`src/rtl/sram_req_arbiter_if.sv`:
```
// rtl/sram_req_arbiter_if.sv - IF/data requester, memory side and status signals of sram_req_arbiter
interface sram_req_arbiter_if #(
  parameter int CNT_W = 3
);
  // instruction-fetch requester
  logic              inst_req;
  logic [31:0]       inst_addr;
  logic              inst_addr_ok;
  logic              inst_data_ok;
  logic [31:0]       inst_rdata;

  // data requester
  logic              data_req;
  logic              data_wr;
  logic [1:0]        data_size;
  logic [31:0]       data_addr;
  logic [3:0]        data_wstrb;
  logic [31:0]       data_wdata;
  logic              data_addr_ok;
  logic              data_data_ok;
  logic [31:0]       data_rdata;

  // shared memory port
  logic              mem_req;
  logic              mem_wr;
  logic [1:0]        mem_size;
  logic [31:0]       mem_addr;
  logic [3:0]        mem_wstrb;
  logic [31:0]       mem_wdata;
  logic              mem_addr_ok;
  logic              mem_data_ok;
  logic [31:0]       mem_rdata;

  // status
  logic [CNT_W-1:0]  outstanding;
  logic              proto_err;

  // arbiter view
  modport slave (
    input  inst_req, inst_addr,
    input  data_req, data_wr, data_size, data_addr, data_wstrb, data_wdata,
    input  mem_addr_ok, mem_data_ok, mem_rdata,
    output inst_addr_ok, inst_data_ok, inst_rdata,
    output data_addr_ok, data_data_ok, data_rdata,
    output mem_req, mem_wr, mem_size, mem_addr, mem_wstrb, mem_wdata,
    output outstanding, proto_err
  );

  // environment view (core + bridge)
  modport master (
    output inst_req, inst_addr,
    output data_req, data_wr, data_size, data_addr, data_wstrb, data_wdata,
    output mem_addr_ok, mem_data_ok, mem_rdata,
    input  inst_addr_ok, inst_data_ok, inst_rdata,
    input  data_addr_ok, data_data_ok, data_rdata,
    input  mem_req, mem_wr, mem_size, mem_addr, mem_wstrb, mem_wdata,
    input  outstanding, proto_err
  );
endinterface

```
`src/rtl/sram_req_arbiter.sv`:
```
// rtl/sram_req_arbiter.sv - inst/data SRAM-like port arbiter with in-order response routing; SRAM_ARB_RR_EN selects round-robin
module sram_req_arbiter #(
  parameter int MAX_OUTSTANDING = 4,
  parameter int CNT_W           = 3
) (
  input  logic               clk,
  input  logic               rst,
  sram_req_arbiter_if.slave  bus
);

  localparam int PTR_W = (MAX_OUTSTANDING > 1) ? $clog2(MAX_OUTSTANDING) : 1;

  typedef enum logic [1:0] {
    LK_NONE = 2'd0,
    LK_INST = 2'd1,
    LK_DATA = 2'd2
  } lock_e;

  lock_e                      lock_q, lock_d;
  logic [MAX_OUTSTANDING-1:0] id_q;
  logic [PTR_W-1:0]           wr_ptr_q, rd_ptr_q;
  logic [CNT_W-1:0]           cnt_q, cnt_d;
  logic                       err_q;
  logic [31:0]                inst_rdata_q, data_rdata_q;

  logic gnt_vld, gnt_id;
  logic sel_req, mem_req, accept;
  logic full, empty, head_id, pop, err_hit;

`ifdef SRAM_ARB_RR_EN
  logic last_grant_q;
`endif

  assign full    = (cnt_q == CNT_W'(MAX_OUTSTANDING));
  assign empty   = (cnt_q == '0);
  assign head_id = id_q[rd_ptr_q];

  // grant selection, lock next-state; a full FIFO blocks every grant
  always_comb begin
    gnt_vld = 1'b0;
    gnt_id  = 1'b0;
    lock_d  = lock_q;
    if (!full) begin
      case (lock_q)
        LK_INST: begin gnt_vld = 1'b1; gnt_id = 1'b0; end
        LK_DATA: begin gnt_vld = 1'b1; gnt_id = 1'b1; end
        default: begin
`ifdef SRAM_ARB_RR_EN
          if (bus.data_req && bus.inst_req) begin
            gnt_vld = 1'b1;
            gnt_id  = ~last_grant_q;
          end else if (bus.data_req) begin
            gnt_vld = 1'b1;
            gnt_id  = 1'b1;
          end else if (bus.inst_req) begin
            gnt_vld = 1'b1;
            gnt_id  = 1'b0;
          end
`else
          if (bus.data_req) begin
            gnt_vld = 1'b1;
            gnt_id  = 1'b1;
          end else if (bus.inst_req) begin
            gnt_vld = 1'b1;
            gnt_id  = 1'b0;
          end
`endif
        end
      endcase
    end
    // the lock only moves on an accept or a stalled request; a dropped req leaves it alone
    if (accept) begin
      lock_d = LK_NONE;
    end else if (mem_req) begin
      lock_d = gnt_id ? LK_DATA : LK_INST;
    end
  end

  assign sel_req = gnt_id ? bus.data_req : bus.inst_req;
  assign mem_req = rst & gnt_vld & sel_req;
  assign accept  = mem_req & bus.mem_addr_ok;
  assign pop     = rst & bus.mem_data_ok & ~empty;
  assign err_hit = bus.mem_data_ok & empty;

  assign bus.mem_req   = mem_req;
  assign bus.mem_addr  = gnt_id ? bus.data_addr  : bus.inst_addr;
  assign bus.mem_wr    = gnt_id ? bus.data_wr    : 1'b0;
  assign bus.mem_size  = gnt_id ? bus.data_size  : 2'd2;
  assign bus.mem_wstrb = gnt_id ? bus.data_wstrb : 4'd0;
  assign bus.mem_wdata = gnt_id ? bus.data_wdata : 32'd0;

  assign bus.inst_addr_ok = accept & ~gnt_id;
  assign bus.data_addr_ok = accept & gnt_id;
  assign bus.inst_data_ok = pop & ~head_id;
  assign bus.data_data_ok = pop & head_id;
  assign bus.inst_rdata   = (pop && !head_id) ? bus.mem_rdata : inst_rdata_q;
  assign bus.data_rdata   = (pop &&  head_id) ? bus.mem_rdata : data_rdata_q;
  assign bus.outstanding  = cnt_q;
  assign bus.proto_err    = err_q;

  // occupancy: push and pop in the same cycle cancel out
  always_comb begin
    cnt_d = cnt_q;
    case ({accept, pop})
      2'b10:   cnt_d = cnt_q + CNT_W'(1);
      2'b01:   cnt_d = cnt_q - CNT_W'(1);
      default: cnt_d = cnt_q;
    endcase
  end

  // lock state register
  always_ff @(posedge clk or negedge rst) begin
    if (!rst) begin
      lock_q <= LK_NONE;
    end else begin
      lock_q <= lock_d;
    end
  end

  // in-order ID FIFO: tail gets the accepted requester, head names the next responder
  always_ff @(posedge clk or negedge rst) begin
    if (!rst) begin
      id_q     <= '0;
      wr_ptr_q <= '0;
      rd_ptr_q <= '0;
      cnt_q    <= '0;
    end else begin
      if (accept) begin
        id_q[wr_ptr_q] <= gnt_id;
        wr_ptr_q       <= wr_ptr_q + PTR_W'(1);
      end
      if (pop) begin
        rd_ptr_q <= rd_ptr_q + PTR_W'(1);
      end
      cnt_q <= cnt_d;
    end
  end

  // last returned data per requester and the sticky unexpected-response flag
  always_ff @(posedge clk or negedge rst) begin
    if (!rst) begin
      inst_rdata_q <= '0;
      data_rdata_q <= '0;
      err_q        <= 1'b0;
    end else begin
      if (pop && !head_id) inst_rdata_q <= bus.mem_rdata;
      if (pop &&  head_id) data_rdata_q <= bus.mem_rdata;
      if (err_hit)         err_q        <= 1'b1;
    end
  end

`ifdef SRAM_ARB_RR_EN
  // remembers who won the last accept so a contested cycle goes to the other side
  always_ff @(posedge clk or negedge rst) begin
    if (!rst) begin
      last_grant_q <= 1'b0;
    end else if (accept) begin
      last_grant_q <= gnt_id;
    end
  end
`endif

endmodule

```
`src/flat_wrapper.sv`:
```
// flat-port wrapper written by rule: the top's interface ports become plain ports
module sram_req_arbiter_flat 
#(
  parameter int MAX_OUTSTANDING = 4,
  parameter int CNT_W           = 3
)
  (clk, rst, bus_inst_req, bus_inst_addr, bus_data_req, bus_data_wr, bus_data_size, bus_data_addr, bus_data_wstrb, bus_data_wdata, bus_mem_addr_ok, bus_mem_data_ok, bus_mem_rdata, bus_inst_addr_ok, bus_inst_data_ok, bus_inst_rdata, bus_data_addr_ok, bus_data_data_ok, bus_data_rdata, bus_mem_req, bus_mem_wr, bus_mem_size, bus_mem_addr, bus_mem_wstrb, bus_mem_wdata, bus_outstanding, bus_proto_err);
  sram_req_arbiter_if #(.CNT_W(CNT_W)) bus_i ();
  input  logic clk;
  input  logic rst;
  input wire logic [$bits(bus_i.inst_req)-1:0] bus_inst_req;
  input wire logic [$bits(bus_i.inst_addr)-1:0] bus_inst_addr;
  input wire logic [$bits(bus_i.data_req)-1:0] bus_data_req;
  input wire logic [$bits(bus_i.data_wr)-1:0] bus_data_wr;
  input wire logic [$bits(bus_i.data_size)-1:0] bus_data_size;
  input wire logic [$bits(bus_i.data_addr)-1:0] bus_data_addr;
  input wire logic [$bits(bus_i.data_wstrb)-1:0] bus_data_wstrb;
  input wire logic [$bits(bus_i.data_wdata)-1:0] bus_data_wdata;
  input wire logic [$bits(bus_i.mem_addr_ok)-1:0] bus_mem_addr_ok;
  input wire logic [$bits(bus_i.mem_data_ok)-1:0] bus_mem_data_ok;
  input wire logic [$bits(bus_i.mem_rdata)-1:0] bus_mem_rdata;
  output wire logic [$bits(bus_i.inst_addr_ok)-1:0] bus_inst_addr_ok;
  output wire logic [$bits(bus_i.inst_data_ok)-1:0] bus_inst_data_ok;
  output wire logic [$bits(bus_i.inst_rdata)-1:0] bus_inst_rdata;
  output wire logic [$bits(bus_i.data_addr_ok)-1:0] bus_data_addr_ok;
  output wire logic [$bits(bus_i.data_data_ok)-1:0] bus_data_data_ok;
  output wire logic [$bits(bus_i.data_rdata)-1:0] bus_data_rdata;
  output wire logic [$bits(bus_i.mem_req)-1:0] bus_mem_req;
  output wire logic [$bits(bus_i.mem_wr)-1:0] bus_mem_wr;
  output wire logic [$bits(bus_i.mem_size)-1:0] bus_mem_size;
  output wire logic [$bits(bus_i.mem_addr)-1:0] bus_mem_addr;
  output wire logic [$bits(bus_i.mem_wstrb)-1:0] bus_mem_wstrb;
  output wire logic [$bits(bus_i.mem_wdata)-1:0] bus_mem_wdata;
  output wire logic [$bits(bus_i.outstanding)-1:0] bus_outstanding;
  output wire logic [$bits(bus_i.proto_err)-1:0] bus_proto_err;
  assign bus_i.inst_req = bus_inst_req;
  assign bus_i.inst_addr = bus_inst_addr;
  assign bus_i.data_req = bus_data_req;
  assign bus_i.data_wr = bus_data_wr;
  assign bus_i.data_size = bus_data_size;
  assign bus_i.data_addr = bus_data_addr;
  assign bus_i.data_wstrb = bus_data_wstrb;
  assign bus_i.data_wdata = bus_data_wdata;
  assign bus_i.mem_addr_ok = bus_mem_addr_ok;
  assign bus_i.mem_data_ok = bus_mem_data_ok;
  assign bus_i.mem_rdata = bus_mem_rdata;
  assign bus_inst_addr_ok = bus_i.inst_addr_ok;
  assign bus_inst_data_ok = bus_i.inst_data_ok;
  assign bus_inst_rdata = bus_i.inst_rdata;
  assign bus_data_addr_ok = bus_i.data_addr_ok;
  assign bus_data_data_ok = bus_i.data_data_ok;
  assign bus_data_rdata = bus_i.data_rdata;
  assign bus_mem_req = bus_i.mem_req;
  assign bus_mem_wr = bus_i.mem_wr;
  assign bus_mem_size = bus_i.mem_size;
  assign bus_mem_addr = bus_i.mem_addr;
  assign bus_mem_wstrb = bus_i.mem_wstrb;
  assign bus_mem_wdata = bus_i.mem_wdata;
  assign bus_outstanding = bus_i.outstanding;
  assign bus_proto_err = bus_i.proto_err;
  sram_req_arbiter #(.MAX_OUTSTANDING(MAX_OUTSTANDING), .CNT_W(CNT_W)) u_core (.clk(clk), .rst(rst), .bus(bus_i));
endmodule
```
`config.mk`:
```
export PLATFORM = sky130hd
export DESIGN_NAME = sram_req_arbiter_flat
export DESIGN_NICKNAME = d
export VERILOG_FILES = /design/src/rtl/sram_req_arbiter_if.sv /design/src/rtl/sram_req_arbiter.sv /design/src/flat_wrapper.sv
export SDC_FILE = /design/constraint.sdc
export NUM_CORES = 1
export LEC_CHECK = 0
export ABC_AREA = 1
export BUFFER_PORTS_ARGS = -buffer_cell sky130_fd_sc_hd__clkbuf_2
export CAP_MARGIN = 20
export CORE_AREA = 4 4 109 111
export CTS_BUF_LIST = sky130_fd_sc_hd__clkbuf_8
export DETAILED_ROUTE_END_ITERATION = 16
export DIE_AREA = 0 0 113 115
export PLACE_DENSITY_LB_ADDON = 0.05
export SLEW_MARGIN = 5
export SYNTH_ARGS = -nofsm -noshare
export SYNTH_HDL_FRONTEND = slang
export SYNTH_SLANG_ARGS = --single-unit
```
`constraint.sdc`:
```
create_clock -name clk -period 6.6 [get_ports clk]
set_input_delay 1.32 -clock clk [delete_from_list [all_inputs] [get_ports clk]]
set_output_delay 1.32 -clock clk [all_outputs]
set_load 0.02 [all_outputs]
```
# After elaboration in Yosys (flattened, before gate mapping)
# Index checks and enable logic that the tools add are counted.
# Widths: inputs -> output; s select.
# op_classes
bitwise_logic,13
n_addsub,4
magnitude_cmp,3
reduce_logical,8
n_eq_ne,5
n_mux,24
# op_table
cell,n
$mux 32,4
$and 1x1->1,10
$mux 1,10
$mux 2,4
$lt 2x3->1 const B,2
$pmux 3 s2,1
$add 2x1->2 const B,2
$bwmux 4,1
$eq 2x1->1 const B,2
$eq 2x2->1 const B,2
$mux 4,1
$reduce_bool 2->1,2
$add 3x1->3 const B,1
$eq 3x3->1 const B,1
$logic_and 1x1->1,3
$logic_not 3->1,1
$not 1->1,3
$sub 3x1->3 const B,1
$bmux 1 s2,1
$demux 1 s2,1
$ge 2x1->1 const B,1
$pmux 1 s2,1
$reduce_or 2->1,1
$logic_not 1->1,1
# totals
output_inout_bits,144
reg_bits,78
elab_cells,65

# Longest topological paths before layout
# depth
word_depth,9
ltp_mapped,15
depth_no_buf,15

# Worst setup path before layout
# OpenSTA, ideal clock, no wires.
# synth_path
kind,input port to output port
startpoint,input rst
endpoint,output bus_data_rdata[22]
n_path_buf,1
required_time_ps,5280
stages,5
arrival_ps,2384
setup_slack_ps,2896
cell_sequence,nand2_1 a21oi_4 nand3_2 clkbuf_1 o21ai_0
# synth_between
elab_chain_len,4
# synth_lines
item,line_no,text
start: declaration,flat_wrapper.sv:10,input logic rst;
$and 1x1->1 (2 in series),sram_req_arbiter.sv:82,assign pop = rst & bus.mem_data_ok & ~empty;
via u_core.pop,sram_req_arbiter.sv:28,"logic full, empty, head_id, pop, err_hit;"
$logic_and 1x1->1,sram_req_arbiter.sv:97,assign bus.data_rdata = (pop && head_id) ? bus.mem_rdata : data_rdata_q;
$mux 32,sram_req_arbiter.sv:97,
end: declaration,flat_wrapper.sv:27,output wire logic [$bits(bus_i.data_rdata)-1:0] bus_data_rdata;
# The timed path passes the listed nets, and every way through them passes these cells.

# Final worst setup path
# layout_path
startpoint,input rst
endpoint,output bus_data_rdata[31]
# The elaborated chain is that of the path after synthesis.

==> impl_metrics.toml <==
[final_layout]
final_cell_area_um2 = 5720
seq_area_um2 = 1950
fill_cells = 1072
nNetsFinal = 945
antennaDiodeCount = 0
multiInputGateArea_um2 = 1620
area_delta_synth_final_pct = 38.3
drive_gt1_share_pct = 43.0
final_cells = 942

[timing]
final.period_utilization_pct = 73.5
setup_violations = 0
finalHoldViolations = 0
min_period_ns = 4.85
grt_setup_unrepaired = "no"
tightestPinTransition_ns = 1.07
skew_ns = 0.00894
slew_headroom_pct = 28.9
clock.fmax_mhz = 206
setup-tns-final_ns = 0
maxSlewViolCount = 0

[worst_setup_path]
crit_chain = "buf_4 -> nand2_1 -> a21oi_4 -> nand3_2 -> buf_4 -> o21ai_1 -> clkbuf_2"
path_common_cell = "buf_4"
end_kind = "primary output"
cpMaxStageDelayCell = "nand3_2"
crit_family = "buffers and inverters"
cp-start-kind = "primary input"
cpPeakStageDelay_ns = 0.48
cp.required_ns = 5.28
crit_type = "primary input to primary output"
r2r_slack_ns = 3.46
path_buf_inv = 3
worstPathArrival_ns = 3.53
path_max_fanout = 38

[route]
wl_per_cell_um = 14.4
drc = 0
via_per_inst = 4.38
num_vias = 4130
drt_wl_total_um = 13600
drt_iter0_markers = 240
first_pass_iters = 4
drtAntennaViolNets = 0

[logic_synthesis]
yosysWarnings = 0
synth.most_common_cell = "nand2_1"
netlist_area_um2 = 4140
async_reset_ff_share_pct = 100
synth_top_cell_area_share_pct = 47.2
synth_largest_area_cell = "dfrtp_1"
yosys-top-cells-area = "dfrtp_1, nand2_1, inv_1"
muxShareOfSynthArea_pct = 0
synthCells = 526
ys.flop_type = "dfrtp_1"
synth_seq_cells = 78
seq_area_frac_synth_pct = 47.2
syn-num-nets = 674
synth_edf_count = 0
netlist_top_cells_count = "nand2_1, inv_1, dfrtp_1"
synth_fa_ha_area_share_pct = 2.30
synth-compound-area-share_pct = 11.8
synth-xor-area-share_pct = 0.847
synth_top_family_by_area = "simple AND/OR/NAND/NOR gates"
avgSynthCellArea_um2 = 7.87
yosys.area_share.simple_pct = 24.2
ys_types = 25

[hold_path]
min_path_type = "register to register"

[clocking]
clk_latency_ns = 0.34
cts_tree = "yes"
cts.repair.resized = 0
postCtsSetupBuffers = 0
clkTransAtPathRegs_ns = 0.08
cts_max_level = 3
cts_root_buf = "clkbuf_8"
clk_path_buf_depth = 2
clock-sinks = 78
numCtsBuffers = 9
ctsHoldBuffers = 0

[placed_design]
dp_cells = 926
dpl_cell_area_um2 = 5520
dp_hpwl_um = 11300
gp_congestion = 0.888
numPortBuffers = 284

[grt]
grt_pass1_wl_um = 20800
grt_max_degree = 75
grt_pass1_vias = 4046
grt_overflow = 0
antenna_found_initial = 0
grt_use_total_pct = 20.4

[power]
finalPower_mw = 2.89
powerDensity_nw_per_um2 = 505
p_leak_nw = 3.61
vdd_drop_max_v = 0.000256

[floorplan]
dieArea_um2 = 13000
ioPinCount = 285
die_x_um = 113
die_h_um = 115
initial_core_util_pct = 38.3
core-area_um2 = 10800
row_count = 38

[run]
drv_cap = 0

[run_status]
status = "finished, final reports clean"
==> per-layer routing <==
layer / share of wire [%] / up-vias / track usage [%]
li1: - / 2130 / -
met1: 41 / 1817 / 25.6
met2: 48 / 161 / 33.6
met3: 8.5 / 22 / 5.84
met4: 2.5 / 0 / 7.69
met5: 0 / - / 0
==> path summary, 6_finish.rpt <==
check / to / from / depth (start not counted)
worst max-delay path: bus_data_rdata[31] / rst / 7
max in group asynchronous: u_core.inst_rdata_q[28]$_DFF_PN0_ / rst / 2
worst min register to register: u_core.inst_rdata_q[14]$_DFF_PN0_ / u_core.inst_rdata_q[14]$_DFF_PN0_ / 2
worst min-delay path: u_core.inst_rdata_q[14]$_DFF_PN0_ / u_core.inst_rdata_q[14]$_DFF_PN0_ / 2
min in group asynchronous: u_core.data_rdata_q[13]$_DFF_PN0_ / rst / 1
worst max register to register: u_core.bus.outstanding[1]$_DFFE_PN0P_ / u_core.lock_q[0]$_DFFE_PN0P_ / 13
==> sequential cells by signal, indices dropped and copies added, names as in the netlist <==
| signal | cells |
|---|---|
| u_core.lock_q | 2 |
| u_core.wr_ptr_q | 2 |
| u_core.data_rdata_q | 32 |
| u_core.inst_rdata_q | 32 |
| u_core.rd_ptr_q | 2 |
| u_core.bus.outstanding | 3 |
| u_core.bus.proto_err | 1 |
| u_core.id_q | 4 |
==> logic make-up (layout without fill, tap and decap cells) <==
group | count (synthesis) | in the layout
AND/OR/NAND/NOR | 252 | 252
XOR/XNOR | 4 | 4
buffers and inverters | 114 | 390
AO/OA/AOI/OAI | 71 | 71
flip-flops | 78 | 78
adder cells (fa/ha/maj) | 7 | 7
==> per-stage QoR <==
step | util (%) | setup WS (ns) | hold WS (ns)
3_3_place_gp | 51.2 | 1.78 | 0.454
3_5_place_dp | 51.2 | 1.71 | 0.458
6_report | 53.0 | 1.75 | 0.476
2_1_floorplan | - | 2.90 | 0.449
4_1_cts | 53.0 | 1.71 | 0.479
5_1_grt | 53.0 | 1.53 | 0.500
==> worst register-to-register path, cell delays in order (launching register included) <==
cell,delay (ns)
dfrtp_1,0.36
inv_1,0.08
ha_1,0.25
nand2_1,0.09
nand2_1,0.08
nand2_2,0.07
buf_4,0.54
nor2_2,0.09
nor2_2,0.36
nand2_1,0.24
ha_1,0.24
inv_1,0.09
fa_1,0.42
o21ai_0,0.15
==> power by group <==
group	leakage [nW]	total [mW]	switching, mW	internal, mW
clock	0.102	0.358	0.174	0.184
combinational	2.54	1.76	1.25	0.517
sequential	0.976	0.770	0.0794	0.690
==> area by class of cell <==
type                       instances  area share (%)
sequential                        78            34.1
multi-input combinational        334            28.3
clock buffer                      10            2.40
inverter                          86            5.64
clock inverter                     6            1.07
tap                              140            3.06
timing repair buffer             288            25.4
==> layout by cell type, fill, tap and decap left out, types with 3 or more instances in the layout <==
cell type  count
o21ai_2       31
clkbuf_2     283
inv_1         86
nand2_2        3
ha_1           6
clkinv_2       3
dfrtp_1       78
xor2_1         3
nor2_1        41
o21ai_0       16
buf_4          5
nand2_1      186
nand4_1        8
clkbuf_8      10
nand3_1        8
nor2_2         3
o21ai_1       21
(Power assumes the default switching activity.)
